[config.mk]
export PLATFORM = sky130hd
export DESIGN_NAME = knight_cmd_link
export DESIGN_NICKNAME = d
export VERILOG_FILES = /design/src/rtl/knight_link_pkg.sv /design/src/rtl/knight_uart_rx.sv /design/src/rtl/knight_cmd_link.sv
export SDC_FILE = /design/constraint.sdc
export NUM_CORES = 1
export LEC_CHECK = 0
export CORE_MARGIN = 1
export CORE_UTILIZATION = 35
export CTS_CLUSTER_DIAMETER = 50
export DETAILED_ROUTE_END_ITERATION = 12
export HOLD_SLACK_MARGIN = 0.03
export PLACE_DENSITY = 0.51
export SYNTH_ARGS = -nofsm -noshare
export SYNTH_HDL_FRONTEND = slang
export SYNTH_SLANG_ARGS = --single-unit
[constraint.sdc]
create_clock -name clk -period 4.5 [get_ports clk]
set_input_delay 0.9 -clock clk [delete_from_list [all_inputs] [get_ports clk]]
set_output_delay 0.9 -clock clk [all_outputs]
set_load 0.005 [all_outputs]
[src/rtl/knight_link_pkg.sv]
// Shared types and constants for the remote-commander serial link.
// Pure declarations; no timing or flow control of its own.
package knight_link_pkg;

  typedef enum logic {RX_IDLE, RX_RECV} rx_state_t;
  typedef enum logic {TX_IDLE, TX_XMIT} tx_state_t;
  typedef enum logic {ASM_HIGH, ASM_LOW} asm_state_t;

  localparam logic [7:0] ACK_POS = 8'hA5;
  localparam logic [7:0] ACK_NEG = 8'hEE;

  localparam int BAUD_DIV_DEF  = 5208;
  localparam int BAUD_DIV_FAST = 16;

  // Baud counter width: one spare bit so BAUD_DIV itself always fits.
  function automatic int baud_cnt_w(input int div);
    return $clog2(div) + 1;
  endfunction

endpackage

[src/rtl/knight_uart_rx.sv]
// 8N1 receiver: sync, start detect, mid-bit sampler; byte/frm_err pulse ~BAUD_DIV/2+4 clk after stop start.
// No backpressure: o_rx_rdy is a single-cycle pulse and must be taken when it fires.
module knight_uart_rx
  import knight_link_pkg::*;
#(
  parameter int BAUD_DIV = BAUD_DIV_DEF
) (
  input  logic       i_clk,
  input  logic       i_rst,
  input  logic       i_rx,
  output logic [7:0] o_rx_byte,
  output logic       o_rx_rdy,
  output logic       o_frm_err
);

  localparam int CNT_W = baud_cnt_w(BAUD_DIV);
  localparam logic [CNT_W-1:0] CNT_HALF = CNT_W'(BAUD_DIV / 2);
  localparam logic [CNT_W-1:0] CNT_FULL = CNT_W'(BAUD_DIV - 1);
  localparam logic [CNT_W-1:0] CNT_ONE  = CNT_W'(1);

  logic             r_sync1;
  logic             r_sync2;
  logic             r_prev;
  rx_state_t        r_state;
  logic [CNT_W-1:0] r_cnt;
  logic [3:0]       r_bit;
  logic [7:0]       r_shift;
  logic [7:0]       r_byte;
  logic             r_rdy;
  logic             r_frm;

  always_ff @(posedge i_clk) begin
    if (i_rst) begin
      r_sync1 <= 1'b1;
      r_sync2 <= 1'b1;
      r_prev  <= 1'b1;
      r_state <= RX_IDLE;
      r_cnt   <= '0;
      r_bit   <= '0;
      r_shift <= '0;
      r_byte  <= '0;
      r_rdy   <= 1'b0;
      r_frm   <= 1'b0;
    end else begin
      r_sync1 <= i_rx;
      r_sync2 <= r_sync1;
      r_prev  <= r_sync2;
      r_rdy   <= 1'b0;
      r_frm   <= 1'b0;
      case (r_state)
        RX_IDLE: begin
          if (r_prev && !r_sync2) begin
            r_state <= RX_RECV;
            r_cnt   <= CNT_HALF;
            r_bit   <= '0;
          end
        end
        RX_RECV: begin
          if (r_cnt != '0) begin
            r_cnt <= r_cnt - CNT_ONE;
          end else begin
            r_cnt <= CNT_FULL;
            r_bit <= r_bit + 4'd1;
            if (r_bit == 4'd0) begin
              // A start bit that is high again at mid-bit was only a glitch.
              if (r_sync2) r_state <= RX_IDLE;
            end else if (r_bit == 4'd9) begin
              r_state <= RX_IDLE;
              if (r_sync2) begin
                r_byte <= r_shift;
                r_rdy  <= 1'b1;
              end else begin
                r_frm  <= 1'b1;
              end
            end else begin
              r_shift <= {r_sync2, r_shift[7:1]};
            end
          end
        end
        default: r_state <= RX_IDLE;
      endcase
    end
  end

  assign o_rx_byte = r_byte;
  assign o_rx_rdy  = r_rdy;
  assign o_frm_err = r_frm;

endmodule

[src/rtl/knight_cmd_link.sv]
// Command link: two RX bytes (high first) -> 16-bit cmd with cmd_rdy; 8N1 response byte out on TX.
// cmd_rdy set 1 clk after the low byte's stop sample; trmt while busy is dropped, no queueing.
module knight_cmd_link
  import knight_link_pkg::*;
#(
  parameter int BAUD_DIV = BAUD_DIV_DEF
) (
  input  logic        clk,
  input  logic        rst,
  input  logic        RX,
  output logic        TX,
  output logic [15:0] cmd,
  output logic        cmd_rdy,
  input  logic        clr_cmd_rdy,
  input  logic [7:0]  resp,
  input  logic        trmt,
  output logic        tx_done,
  output logic        frm_err
);

  localparam int CNT_W = baud_cnt_w(BAUD_DIV);
  localparam logic [CNT_W-1:0] CNT_FULL = CNT_W'(BAUD_DIV - 1);
  localparam logic [CNT_W-1:0] CNT_ONE  = CNT_W'(1);

  logic [7:0] w_rx_byte;
  logic       w_rx_rdy;
  logic       w_frm_err;

  knight_uart_rx #(
    .BAUD_DIV (BAUD_DIV)
  ) u_rx (
    .i_clk     (clk),
    .i_rst     (rst),
    .i_rx      (RX),
    .o_rx_byte (w_rx_byte),
    .o_rx_rdy  (w_rx_rdy),
    .o_frm_err (w_frm_err)
  );

  asm_state_t  r_asm;
  logic [15:0] r_cmd;
  logic        r_cmd_rdy;

  always_ff @(posedge clk) begin
    if (rst) begin
      r_asm     <= ASM_HIGH;
      r_cmd     <= '0;
      r_cmd_rdy <= 1'b0;
    end else begin
      // Default clear first so a same-cycle set below overrides it.
      if (clr_cmd_rdy) r_cmd_rdy <= 1'b0;
      case (r_asm)
        ASM_HIGH: begin
          if (w_rx_rdy) begin
            r_cmd[15:8] <= w_rx_byte;
            r_cmd_rdy   <= 1'b0;
            r_asm       <= ASM_LOW;
          end
        end
        ASM_LOW: begin
          if (w_rx_rdy) begin
            r_cmd[7:0] <= w_rx_byte;
            r_cmd_rdy  <= 1'b1;
            r_asm      <= ASM_HIGH;
          end else if (w_frm_err) begin
            r_asm <= ASM_HIGH;
          end
        end
        default: r_asm <= ASM_HIGH;
      endcase
    end
  end

  tx_state_t        r_tx_state;
  logic [9:0]       r_tx_shift;
  logic [CNT_W-1:0] r_tx_cnt;
  logic [3:0]       r_tx_bit;
  logic             r_tx_done;

  always_ff @(posedge clk) begin
    if (rst) begin
      r_tx_state <= TX_IDLE;
      r_tx_shift <= '1;
      r_tx_cnt   <= '0;
      r_tx_bit   <= '0;
      r_tx_done  <= 1'b0;
    end else begin
      case (r_tx_state)
        TX_IDLE: begin
          if (trmt) begin
            r_tx_shift <= {1'b1, resp, 1'b0};
            r_tx_cnt   <= CNT_FULL;
            r_tx_bit   <= '0;
            r_tx_done  <= 1'b0;
            r_tx_state <= TX_XMIT;
          end
        end
        TX_XMIT: begin
          if (r_tx_cnt != '0) begin
            r_tx_cnt <= r_tx_cnt - CNT_ONE;
          end else if (r_tx_bit == 4'd9) begin
            r_tx_done  <= 1'b1;
            r_tx_state <= TX_IDLE;
          end else begin
            // Ones shift in behind the frame so the line idles high afterwards.
            r_tx_shift <= {1'b1, r_tx_shift[9:1]};
            r_tx_cnt   <= CNT_FULL;
            r_tx_bit   <= r_tx_bit + 4'd1;
          end
        end
        default: r_tx_state <= TX_IDLE;
      endcase
    end
  end

  assign TX      = r_tx_shift[0];
  assign cmd     = r_cmd;
  assign cmd_rdy = r_cmd_rdy;
  assign tx_done = r_tx_done;
  assign frm_err = w_frm_err;

endmodule
==> metrics <==
CTS-repair resized insts 0; Pwr per Cell Area 398 nW/µm²; layout cells sized above 1 7.26%; reg2reg start r_tx_cnt[0]; Worst Tran Pin Value 1200 ps; initial antenna violation count 0; gr ovfl total 0; CTS Hold Bufs 0; Via Count 3467; clock net sink count 87; CTS H-tree lvls 3; CP endpoint kind flop; Storage cell area 1740 µm²; Period minus WS final 3030 ps; Max FO, Critical Path 29; Worst Setup Slack, final 1470 ps; worst skew pair latency 350 ps; GPL Wtd Cong 0.782; skew final 10.6 ps; Crit Path Class reg -> reg; Hold WC Path Type reg -> reg; Antenna Violating Nets Remaining 0; Max-slew headroom 19.9%; Final Setup Violations 0; status complete, no violations; GRT busiest layer met2; RSZ-0062 raised after global routing no; Place WS 1520 ps; met2 usage 28.2%; hpwl dp 6160 µm; Post-CTS Setup Inserts 0; syn avg cell area 8.53 µm²; Total Nets Final 497; Ys Warns 0; Mapped Cells 464; Starting Density 36.2%; max-slew violation count 0; met1 Resource Use GR 21.4%; DR DRC count 0; clock-pin slew on the worst setup and hold paths 60 ps; startpoint types flop; wire length after detailed routing 9310 µm; num rows 38; Critical path origin r_tx_cnt[0]; Multi-input gate area 2040 µm²; Mapped Nets 484; CTS tree yes; placed cell count 606; Synth cell types 55; Vias/cell 5.57; Post-Synthesis Cell Area 3960 µm²; die extent in y 108 µm; hold path depth 1; largest net degree at the start of global routing 60; DP Area 4350 µm²; die area 11700 µm²; Area Overhead vs Synth 17.4%; GRT Overall Usage 17.3%; fin crit share 67.4%; Tot Pwr 1.85 mW; Finished Layout Cells 622; total CTS buffers 9; Hold Crit Start u_rx.r_sync1; R2R Setup Slk 1470 ps; clock tree buffer depth 2; core area 10900 µm²; Worst EP required 4760 ps; Async S/R FF share, synth 0%; EDFF count, synth 0; crit path DAT 3290 ps; drt first pass iters 4; root buf cell clkbuf_16; reg-to-reg critical path endpoint r_tx_bit[2]; global-route wire length before repair 15600 µm; diode count 0; die width 108 µm; sequential area share after synthesis 44.0%; Main synth FF type dfxtp_1; I/O pin cnt 33; fmax 330 MHz; IO Port Bufs 32; design area 4650 µm²; Final Hold Fails 0; Hold Path End u_rx.r_sync2; worst vdd ir 213 µV; Detailed Route Iter0 Violations 89; FF+latch count, synth 87; Max-Cap Viols 0; cells on worst reg2reg path 6; met3 Use GR 4.76%; Pleak 1.58 nW; routed wire length per instance 15.0 µm; vias in the first global route 3233; fillers 1162; setup tns final 0 ps
## power by group
group          internal [mW]  leakage, nW  switching (mW)  total (mW)
registers              0.802        0.708          0.0352       0.837
clock network          0.439        0.148           0.326       0.766
logic                 0.0916        0.719           0.157       0.249
total                   1.33         1.58           0.519        1.85
## state kept, by name (all words and copies together) (netlist names)
name and flops:
u_rx.r_sync2 1, u_rx.r_bit 4, u_rx.o_rx_byte 8, r_tx_bit 4, u_rx.r_state 1, cmd 16, u_rx.r_prev 1, u_rx.r_sync1 1
cmd_rdy 1, u_rx.o_frm_err 1, u_rx.o_rx_rdy 1, r_tx_shift 9, u_rx.r_cnt 14, r_asm 1, r_tx_cnt 14, tx_done 1
u_rx.r_shift 8, r_tx_state 1
## layout make-up
class | instances | area share, %
Timing Repair Buffer | 35 | 7.26
Clock inverter | 6 | 1.59
Inverter | 13 | 1.05
Sequential cell | 87 | 37.4
Tap cell | 140 | 3.77
Clock buffer | 10 | 4.92
Multi-Input combinational cell | 331 | 44.0
## logic make-up (layout without fill, tap and decap cells)
group           count (synthesis)  after routing  share of synthesized area, %
compound gates                115            115                          18.9
xor+xnor                        5              5                          1.11
fa+ha+maj                       7              7                          2.21
buf+inv                        46             64                          4.58
flops                          87             87                          44.0
mux                            18             18                          4.61
simple gates                  186            186                          24.6
## routing by layer
| metal | wire, µm | share of wire, % |
|---|---|---|
| met5 | 0 | 0 |
| met3 | 442 | 4.7 |
| met1 | 4470 | 48 |
| met2 | 4250 | 46 |
| met4 | 156 | 1.7 |
## placed cells by master (no fill, tap or decap), drive strengths merged, types with 9 or more instances in the layout
| master | count |
|---|---|
| or4 | 10 |
| nand3 | 31 |
| nand2 | 58 |
| clkdlybuf4s50 | 31 |
| inv | 17 |
| mux2i | 16 |
| or3 | 10 |
| dfxtp | 87 |
| nor3 | 16 |
| o21ai | 16 |
| clkbuf | 10 |
| a31oi | 9 |
| a21oi | 43 |
| nor2 | 19 |
## per-stage QoR
stage	util [%]	hold WS [ps]
after floorplan	-	389
after global placement	39.8	401
after detailed placement	39.8	404
after CTS	42.5	419
after global routing	42.5	429
final	42.5	417
## cells in the mapped netlist (4+ instances only)
master | n | area (µm²)
dfxtp_1 | 87 | 1740
nand4_1 | 7 | 43.8
or2_2 | 4 | 25.0
and2_1 | 8 | 50.1
or3_1 | 10 | 62.6
inv_1 | 13 | 48.8
nand4b_1 | 4 | 35.0
nor2_1 | 19 | 71.3
a31oi_1 | 9 | 56.3
clkbuf_1 | 28 | 105
a211oi_1 | 8 | 60.1
nand3_1 | 31 | 155
o21ai_0 | 16 | 80.1
mux2i_1 | 16 | 160
a21oi_1 | 43 | 215
a2111oi_0 | 8 | 70.1
o211ai_1 | 4 | 30.0
or4_1 | 8 | 60.1
nand2_1 | 58 | 218
nor3_1 | 16 | 80.1
ha_1 | 7 | 87.6
o311ai_0 | 4 | 35.0
## worst max-delay path: stages, from the launching register on
cell and delay [ps]:
dfxtp_1 330, inv_1 100, ha_1 320, nor3b_1 530, a41oi_2 690, or4_1 710
a211oi_1 250
## how the worst max path moves through the flow
stage | end | depth (start not counted) | slack (ps)
final | r_tx_bit[2] | 6 | 1470
after global routing | r_tx_bit[3] | 6 | 1190
after CTS | r_tx_bit[2] | 6 | 1490
after detailed placement | r_tx_bit[2] | 6 | 1520
after global placement | r_tx_cnt[5] | 5 | 1620
after floorplan | r_tx_shift[6] | 9 | 2240
No activity file was read; power rests on OpenSTA's default activity.
